`src/rtl/ms_stopwatch_pkg.sv`:
```
// ============================================================================
// Module  : sw_pkg
// Brief   : Shared state encoding and digit limits for the ms_stopwatch block.
// Revision: 1.0 - initial release
// ============================================================================
`default_nettype none

package sw_pkg;

   typedef enum logic [1:0] {
      IDLE  = 2'd0,
      RUN   = 2'd1,
      PAUSE = 2'd2
   } sw_state_t;

   localparam logic [3:0] BCD_MAX      = 4'd9;
   localparam logic [3:0] SEC_TENS_MAX = 4'd5;
   localparam int         NUM_DIGITS   = 7;

   // Digit order, least significant first: ms u/t/h, sec u/t, min u/t.
   function automatic logic [3:0] digit_max(input int idx, input logic [3:0] min_tens_max);
      logic [3:0] m;
      m = BCD_MAX;
      if (idx == 4) m = SEC_TENS_MAX;
      if (idx == 6) m = min_tens_max;
      return m;
   endfunction

endpackage

`default_nettype wire

```
`src/rtl/ms_stopwatch_bcd_digit.sv`:
```
// ============================================================================
// Module  : bcd_digit
// Brief   : One decimal counter stage, 0..MAX, with ripple carry to the next.
// Revision: 1.0 - initial release
// ============================================================================
`default_nettype none

module bcd_digit #(
   parameter logic [3:0] MAX = 4'd9
) (
   input  logic       clk,
   input  logic       rst,
   input  logic       clr,
   input  logic       inc,
   output logic [3:0] q,
   output logic       carry
);

   always_ff @(posedge clk) begin
      if (rst || clr) begin
         q <= 4'd0;
      end else if (inc) begin
         q <= (q == MAX) ? 4'd0 : q + 4'd1;
      end
   end

   assign carry = inc && (q == MAX);

endmodule

`default_nettype wire

```
`src/rtl/ms_stopwatch.sv`:
```
// ============================================================================
// Module  : ms_stopwatch
// Brief   : BCD MM:SS.mmm stopwatch on the 1 ms tick with run/pause/clear.
//           Optional lap snapshot enabled by defining STOPWATCH_LAP_EN.
// Revision: 1.0 - initial release
// ============================================================================
`default_nettype none

module ms_stopwatch
   import sw_pkg::*;
#(
   parameter int MIN_TENS_MAX = 5,
   parameter bit WRAP         = 1'b1
) (
   input  logic        clk,
   input  logic        rst,
   input  logic        ce1ms,
   input  logic        start_stop,
   input  logic        clear,
   input  logic        lap,
   output logic [11:0] disp_ms,
   output logic [7:0]  disp_sec,
   output logic [7:0]  disp_min,
   output logic        running,
   output logic        overflow,
   output logic        lap_hold
);

   sw_state_t                 r_state;
   sw_state_t                 w_state_nxt;
   logic                      r_overflow;
   logic [4*NUM_DIGITS-1:0]   w_live;
   logic [4*NUM_DIGITS-1:0]   w_disp;
   logic [NUM_DIGITS-1:0]     w_inc;
   logic [NUM_DIGITS-1:0]     w_carry;
   logic [NUM_DIGITS-1:0]     w_is_max;
   logic                      w_count_en;
   logic                      w_at_max;
   logic                      w_max_hit;
   logic                      w_inc0;

   assign w_count_en = (r_state == RUN) && ce1ms;
   assign w_at_max   = &w_is_max;
   assign w_max_hit  = w_count_en && w_at_max;
   // In saturate mode the first stage is held off so the maximum stays put.
   assign w_inc0     = w_count_en && (WRAP || !w_at_max);

   generate
      for (genvar i = 0; i < NUM_DIGITS; i++) begin : g_digit
         localparam logic [3:0] c_max = digit_max(i, MIN_TENS_MAX[3:0]);

         bcd_digit #(
            .MAX (c_max)
         ) u_digit (
            .clk   (clk),
            .rst   (rst),
            .clr   (clear),
            .inc   (w_inc[i]),
            .q     (w_live[4*i +: 4]),
            .carry (w_carry[i])
         );

         assign w_is_max[i] = (w_live[4*i +: 4] == c_max);

         if (i == 0) begin : g_first
            assign w_inc[i] = w_inc0;
         end else begin : g_ripple
            assign w_inc[i] = w_carry[i-1];
         end
      end
   endgenerate

   always_ff @(posedge clk) begin
      if (rst) begin
         r_state <= IDLE;
      end else begin
         r_state <= w_state_nxt;
      end
   end

   always_comb begin
      w_state_nxt = r_state;
      if (clear) begin
         w_state_nxt = IDLE;
      end else begin
         case (r_state)
            IDLE:    if (start_stop) w_state_nxt = RUN;
            RUN:     if (start_stop || (w_max_hit && !WRAP)) w_state_nxt = PAUSE;
            PAUSE:   if (start_stop) w_state_nxt = RUN;
            default: w_state_nxt = IDLE;
         endcase
      end
   end

   always_ff @(posedge clk) begin
      if (rst || clear) begin
         r_overflow <= 1'b0;
      end else if (w_max_hit) begin
         r_overflow <= 1'b1;
      end
   end

`ifdef STOPWATCH_LAP_EN
   logic                    r_lap_hold;
   logic [4*NUM_DIGITS-1:0] r_snap;

   // The snapshot takes the pre-edge count, so a tick in the same cycle lands only in the live count.
   always_ff @(posedge clk) begin
      if (rst || clear) begin
         r_lap_hold <= 1'b0;
         r_snap     <= '0;
      end else if (lap) begin
         if (r_state == RUN) begin
            r_lap_hold <= 1'b1;
            r_snap     <= w_live;
         end else begin
            r_lap_hold <= 1'b0;
         end
      end
   end

   assign w_disp   = r_lap_hold ? r_snap : w_live;
   assign lap_hold = r_lap_hold;

   logic w_unused_carry;
   assign w_unused_carry = w_carry[NUM_DIGITS-1];
`else
   assign w_disp   = w_live;
   assign lap_hold = 1'b0;

   logic w_unused_inputs;
   assign w_unused_inputs = lap ^ w_carry[NUM_DIGITS-1];
`endif

   assign disp_ms  = w_disp[11:0];
   assign disp_sec = w_disp[19:12];
   assign disp_min = w_disp[27:20];
   assign running  = (r_state == RUN);
   assign overflow = r_overflow;

endmodule

`default_nettype wire
```
`config.mk`:
```
export PLATFORM = sky130hd
export DESIGN_NAME = ms_stopwatch
export DESIGN_NICKNAME = d
export VERILOG_FILES = /design/src/rtl/ms_stopwatch_pkg.sv /design/src/rtl/ms_stopwatch_bcd_digit.sv /design/src/rtl/ms_stopwatch.sv
export SDC_FILE = /design/constraint.sdc
export NUM_CORES = 1
export LEC_CHECK = 0
export CORE_UTILIZATION = 33
export CTS_CLUSTER_SIZE = 40
export DETAILED_ROUTE_END_ITERATION = 16
export PLACE_DENSITY = 0.57
export SKIP_LAST_GASP = 1
export SYNTH_ARGS = -nofsm -noshare
export SYNTH_HDL_FRONTEND = slang
export SYNTH_SLANG_ARGS = --single-unit
export TNS_END_PERCENT = 30
```
`constraint.sdc`:
```
create_clock -name clk -period 3.6 [get_ports clk]
set_input_delay 0.9 -clock clk [delete_from_list [all_inputs] [get_ports clk]]
set_output_delay 0.9 -clock clk [all_outputs]
set_load 0.02 [all_outputs]
```
* Word level (Yosys, flattened, before mapping)
Index checks and enable logic that the tools add are counted.
** Operators by class
- Add/subtract/negate cells :: 7
- Eq/ne operators :: 11
- Mux-type cells :: 10
- Reduce and logical (&&, ||, !) cells :: 14
** Operator list (number)
- adder 4 x 1 -> 4 bit, second input constant :: 7
- 2-to-1 mux 4 bit :: 7
- == test 4 bit, second input constant :: 5
- == test 4 x 3 -> 1 bit, second input constant :: 2
- logical AND 1 bit :: 8
- AND reduction 7 bit :: 1
- 2-to-1 mux 2 bit :: 2
- case mux 2 bit (2 select lines) :: 1
- OR reduction 2 bit :: 2
- == test 2 x 1 -> 1 bit, second input constant :: 1
- == test 2 bit, second input constant :: 1
- zero test 2 bit :: 1
- != test 2 x 1 -> 1 bit, second input constant :: 1
- != test 2 bit, second input constant :: 1
- AND reduction 2 bit :: 1
- logical OR 1 bit :: 1
** Word-level totals
- Register bits after elaboration :: 31
- Input port bits :: 6
- Output and inout port bits :: 31
- Word-level logic and storage cells :: 51

* Longest topological paths before layout
- Word-level depth :: 8
- Mapped depth :: 6
- Depth with buffers taken out :: 4

* By module
A second synthesis with hierarchy kept.
** Second synthesis, totals
- Cell total of the unflattened synthesis :: 163
- Area total of the unflattened synthesis :: 1565.3 sq um
** By module, submodules not included
- bcd_digit (g_digit[0].u_digit ...) :: instances 5, cells each 20, area an instance 192.7 sq um, sequential area each 80.1 sq um
- bcd_digit (g_digit[4].u_digit ...) :: instances 2, cells each 19, area an instance 185.2 sq um, sequential area each 80.1 sq um
- ms_stopwatch :: instances 1, cells each 25, area an instance 231.5 sq um, sequential area each 60.1 sq um

* Worst setup path before layout
No wires, ideal clock.
- Path type :: input-to-reg
- Start point :: input ce1ms
- End point :: register g_digit[6].u_digit.q[0]
- Setup time :: 116 ps
- Arrival time :: 2122 ps
- Data required time :: 3484 ps
- Path slack :: 1362 ps
- Cell stages on the path :: 5
- Buffers on the path :: 1
- Path through :: nand4b_1 > nor4_1 > buf_2 > a31oi_1 > a41o_1
** Between the ends
- Cells in the longest elaborated chain, start to end :: 7
** RTL lines
- start, declared :: line ms_stopwatch.sv:17 : input logic ce1ms,
- logical AND 1 bit :: line ms_stopwatch.sv:42 : assign w_count_en = (r_state == RUN) && ce1ms;
- logical AND 1 bit (6 in a row) :: line ms_stopwatch_bcd_digit.sv:27 : assign carry = inc && (q == MAX);
- end signal, assigned :: line ms_stopwatch_bcd_digit.sv:23 : q <= (q == MAX) ? 4'd0 : q + 4'd1;
- end, declared :: line ms_stopwatch_bcd_digit.sv:15 : output logic [3:0] q,
Every way passes these cells.
A chain may end at the register's enable or synchronous reset.

* Worst setup path in the final report
- Start point :: input ce1ms
- End point :: register g_digit[5].u_digit.q[3]
** Between the ends
- Cells in the longest elaborated chain, start to end :: 6
** RTL lines (line)
- logical AND 1 bit :: ms_stopwatch.sv:42
- logical AND 1 bit (5 in a row) :: ms_stopwatch_bcd_digit.sv:27
- end signal, assigned :: ms_stopwatch_bcd_digit.sv:23
- end, declared :: ms_stopwatch_bcd_digit.sv:15
Every way passes these cells.

==> qor.csv <==
stage,metric,value,unit
status,outcome,finished clean,
cts,Root Buffer,clkbuf_8,
timing,Fin Setup TNS,0,ns
timing,Final Hold Fails,0,
yosys,Area contributors post-synth,"dfxtp_1 37%, a21oi_1 4.2%, nand2_1 3.9%",
cts,post-CTS setup buffers,0,
cts,H-tree Lvls,2,
worst_setup_path,worst path cell trace,clkdlybuf4s50_1 -> and4b_1 -> nand4_1 -> or4_1 -> a31oi_1,
yosys,Synth Area in Adders,0,%
job,Max Cap Viol,0,
floorplanning,I/O Pins,37,
timing,fin crit share,76.1,%
placed_design,Port Buffers,34,
yosys,ys async rst share,0,%
yosys,Synth Area in XOR/XNOR,2.65,%
detailed_routing,DRT Pass-1 Iters,4,
yosys,synthesized instance count,198,
yosys,"Cell Area, Synth",1660,um2
detailed_routing,Post-route DRC,0,
cells_and_area,Final nets,239,
cts,CTS tree,built,
worst_setup_path,crit path capture type,register,
cts,clock buffer depth,2,
yosys,post-synth cell types,46,
yosys,Post-Syn Nets,204,
worst_setup_path,type of the worst setup path,primary input to register,
floorplanning,Die Area,5300,um2
yosys,number of synthesized register bits,31,
worst_setup_path,Worst EP arrival,2.94,ns
yosys,top-area cell type share of the netlist area,37.5,%
timing,RSZ-0062 raised after global routing,false,
yosys,simple-gate share of the synthesized area,39.1,%
yosys,compound-cell area share of the yosys netlist,14.7,%
timing,Tmin final,2.74,ns
power,Max IR drop VDD,0.169,mV
detailed_routing,1st-iter DRT viols,73,
power,Reg power frac,49.4,%
timing,Slew HR,35.5,%
detailed_routing,Post-DRT Antenna Nets,0,
cts,Clock transition at path regs,0.06,ns
cts,clk_lat worst skew,0.28,ns
yosys,post-synthesis mux area share,2.42,%
yosys,ys flop type,dfxtp_1,
detailed_routing,via count,1532,
floorplanning,die width,72.8,um
worst_setup_path,worst endpoint required time,3.80,ns
floorplanning,core area,4790,um2
cells_and_area,"commonest non-fill, non-tap cell in the layout",clkdlybuf4s50_1,
floorplanning,Site Rows,25,
floorplanning,chip height,72.8,um
yosys,Synth warnings,0,
worst_setup_path,slowest cell on the critical path,or4_1,
power,Pint,0.556,mW
yosys,Post-synth EDFFs,0,
yosys,average size of a mapped cell,8.36,um2
yosys,largest family of logic cells by synthesized area,simple AND/OR/NAND/NOR gates,
timing,Worst-Margin Slew,0.955,ns
power,P_sw,0.142,mW
grt,Total GRT Usage,14.8,%
cts,cts repair resizes,0,
power,Logic pwr share,3.4,%
grt,grt ovf,0,
placed_design,GP Congestion,0.789,
power,Leakage,0.735,nW
timing,final worst slack,0.860,ns
power,pwr dens,322,nW/um2
worst_setup_path,peak fanout along the critical path,13,
cells_and_area,Layout Area Growth over Synthesis,30.8,%
power,Clk pwr share,47.2,%
cts,"Hold-fix buffers, CTS",0,
detailed_routing,Routed WL,3780,um
cts,total clock sinks,31,
cts,TritonCTS buffer count,5,
cells_and_area,Antenna Cells,0,
worst_setup_path,Crit path max-delay family,simple AND/OR/NAND/NOR gates,
yosys,post-synthesis sequential area ratio,37.5,%
placed_design,Place WS,0.556,ns
worst_setup_path,Bufs and invs on worst path,1,
floorplanning,Initial Util,34.6,%
hold_path,worst min path class,register to register,
detailed_routing,drt wl/cell,12.6,um
cells_and_area,fraction of layout cells with a size suffix above 1,6.01,%
grt,initial antenna violation count,0,
grt,largest net degree at the start of global routing,28,
yosys,"area leader, netlist",dfxtp_1,
power,switching share of power,20.3,%
placed_design,dpl hpwl,2510,um
timing,max-slew violations,0,
cells_and_area,Layout Utilization,45.3,%
worst_setup_path,CP startpoint kind,primary input,
cells_and_area,most frequent cells in the layout,"34 x clkdlybuf4s50_1, 31 x dfxtp_1, 17 x nand2_1",
detailed_routing,vias per inst,5.11,
timing,Setup-failing EPs final,0,
timing,max frequency,365,MHz
timing,Layout Skew,0.00485,ns
worst_setup_path,CP max stage delay,0.64,ns
grt,global-route wire length before repair,5980,um
grt,number of global-route vias before repair,1247,
-- power groups by stage --
| stage | clock, mW | combinational, mW | sequential [mW] |
|---|---|---|---|
| finish | 0.330 | 0.0234 | 0.345 |
| global route | 0.358 | 0.0250 | 0.345 |
| CTS | 0.339 | 0.0236 | 0.345 |
| detailed placement | 0 | 0.0235 | 0.352 |
| global placement | 0 | 0.0235 | 0.352 |
| floorplan | 0 | 0.0140 | 0.352 |
-- per-stage QoR --
step | total power [mW] | instance area, um2 | cells | hold slack (ns)
after global routing | 0.728 | 2170 | 300 | 0.487
after detailed placement | 0.376 | 2060 | 293 | 0.437
final | 0.698 | 2170 | 300 | 0.441
after global placement | 0.376 | 2060 | 293 | 0.434
after CTS | 0.707 | 2170 | 300 | 0.447
after floorplan | 0.366 | 1660 | 198 | 0.495
-- layout make-up --
| type | count | area, um2 |
|---|---|---|
| Tap cell | 67 | 83.8 |
| Clock buffer | 6 | 72.6 |
| Inverter | 5 | 18.8 |
| Sequential cell | 31 | 621 |
| Multi-Input combinational cell | 153 | 977 |
| Clock inverter | 1 | 30.0 |
| Fill cell | 483 | 2620 |
| Timing Repair Buffer | 37 | 363 |
-- synthesized netlist by cell type (2+ instances only) --
master / number
dfxtp_1: 31
nand2_1: 17
nor2_1: 16
a21oi_1: 14
o21ai_0: 10
nand4_1: 9
nor2b_1: 9
nand2b_1: 7
clkbuf_1: 6
nor4_1: 6
inv_1: 5
or3_1: 5
a31oi_1: 4
mux2i_1: 4
nand3b_1: 4
o31ai_1: 4
or4_1: 4
a41o_1: 3
nor3_1: 3
nor4bb_1: 3
xnor2_1: 3
and3_1: 2
and4b_1: 2
nand4b_1: 2
nor3b_1: 2
or3b_1: 2
xor2_1: 2
-- cells by family after synthesis --
kind of cell	after synthesis
multiplexers	4
buffers and inverters	14
AO/OA/AOI/OAI	40
AND/OR/NAND/NOR	103
XOR/XNOR	5
flip-flops	31
other	1
-- worst register-to-register path: stages, from the launching register on --
cell	delay (ns)
dfxtp_1	0.37
and4bb_1	0.37
nand4_1	0.43
or4_1	0.64
a31oi_1	0.16
-- path summary, 6_finish.rpt --
check / startpoint / to / slack, ns / cells after the start
max: ce1ms / g_digit[5].u_digit.q[3]$_SDFFE_PP0P_ / 0.86 / 5
min: overflow$_SDFFE_PP0P_ / overflow$_SDFFE_PP0P_ / 0.44 / 2
max reg2reg: g_digit[0].u_digit.q[2]$_SDFFE_PP0N_ / g_digit[5].u_digit.q[3]$_SDFFE_PP0P_ / 1.54 / 4
min reg2reg: overflow$_SDFFE_PP0P_ / overflow$_SDFFE_PP0P_ / 0.44 / 2
-- sequential cells by signal, summed over array words and instances, names as in the netlist --
name               cells
g_digit.u_digit.q     28
r_state                2
overflow               1
-- per-layer routing --
layer	routed length, um	vias up	track usage (%)
li1	-	806	-
met1	2000	697	19.6
met2	1610	23	22.1
met3	109	6	4.56
met4	64	0	6.54
met5	0	-	0
Power figures use the tool's default switching activity.
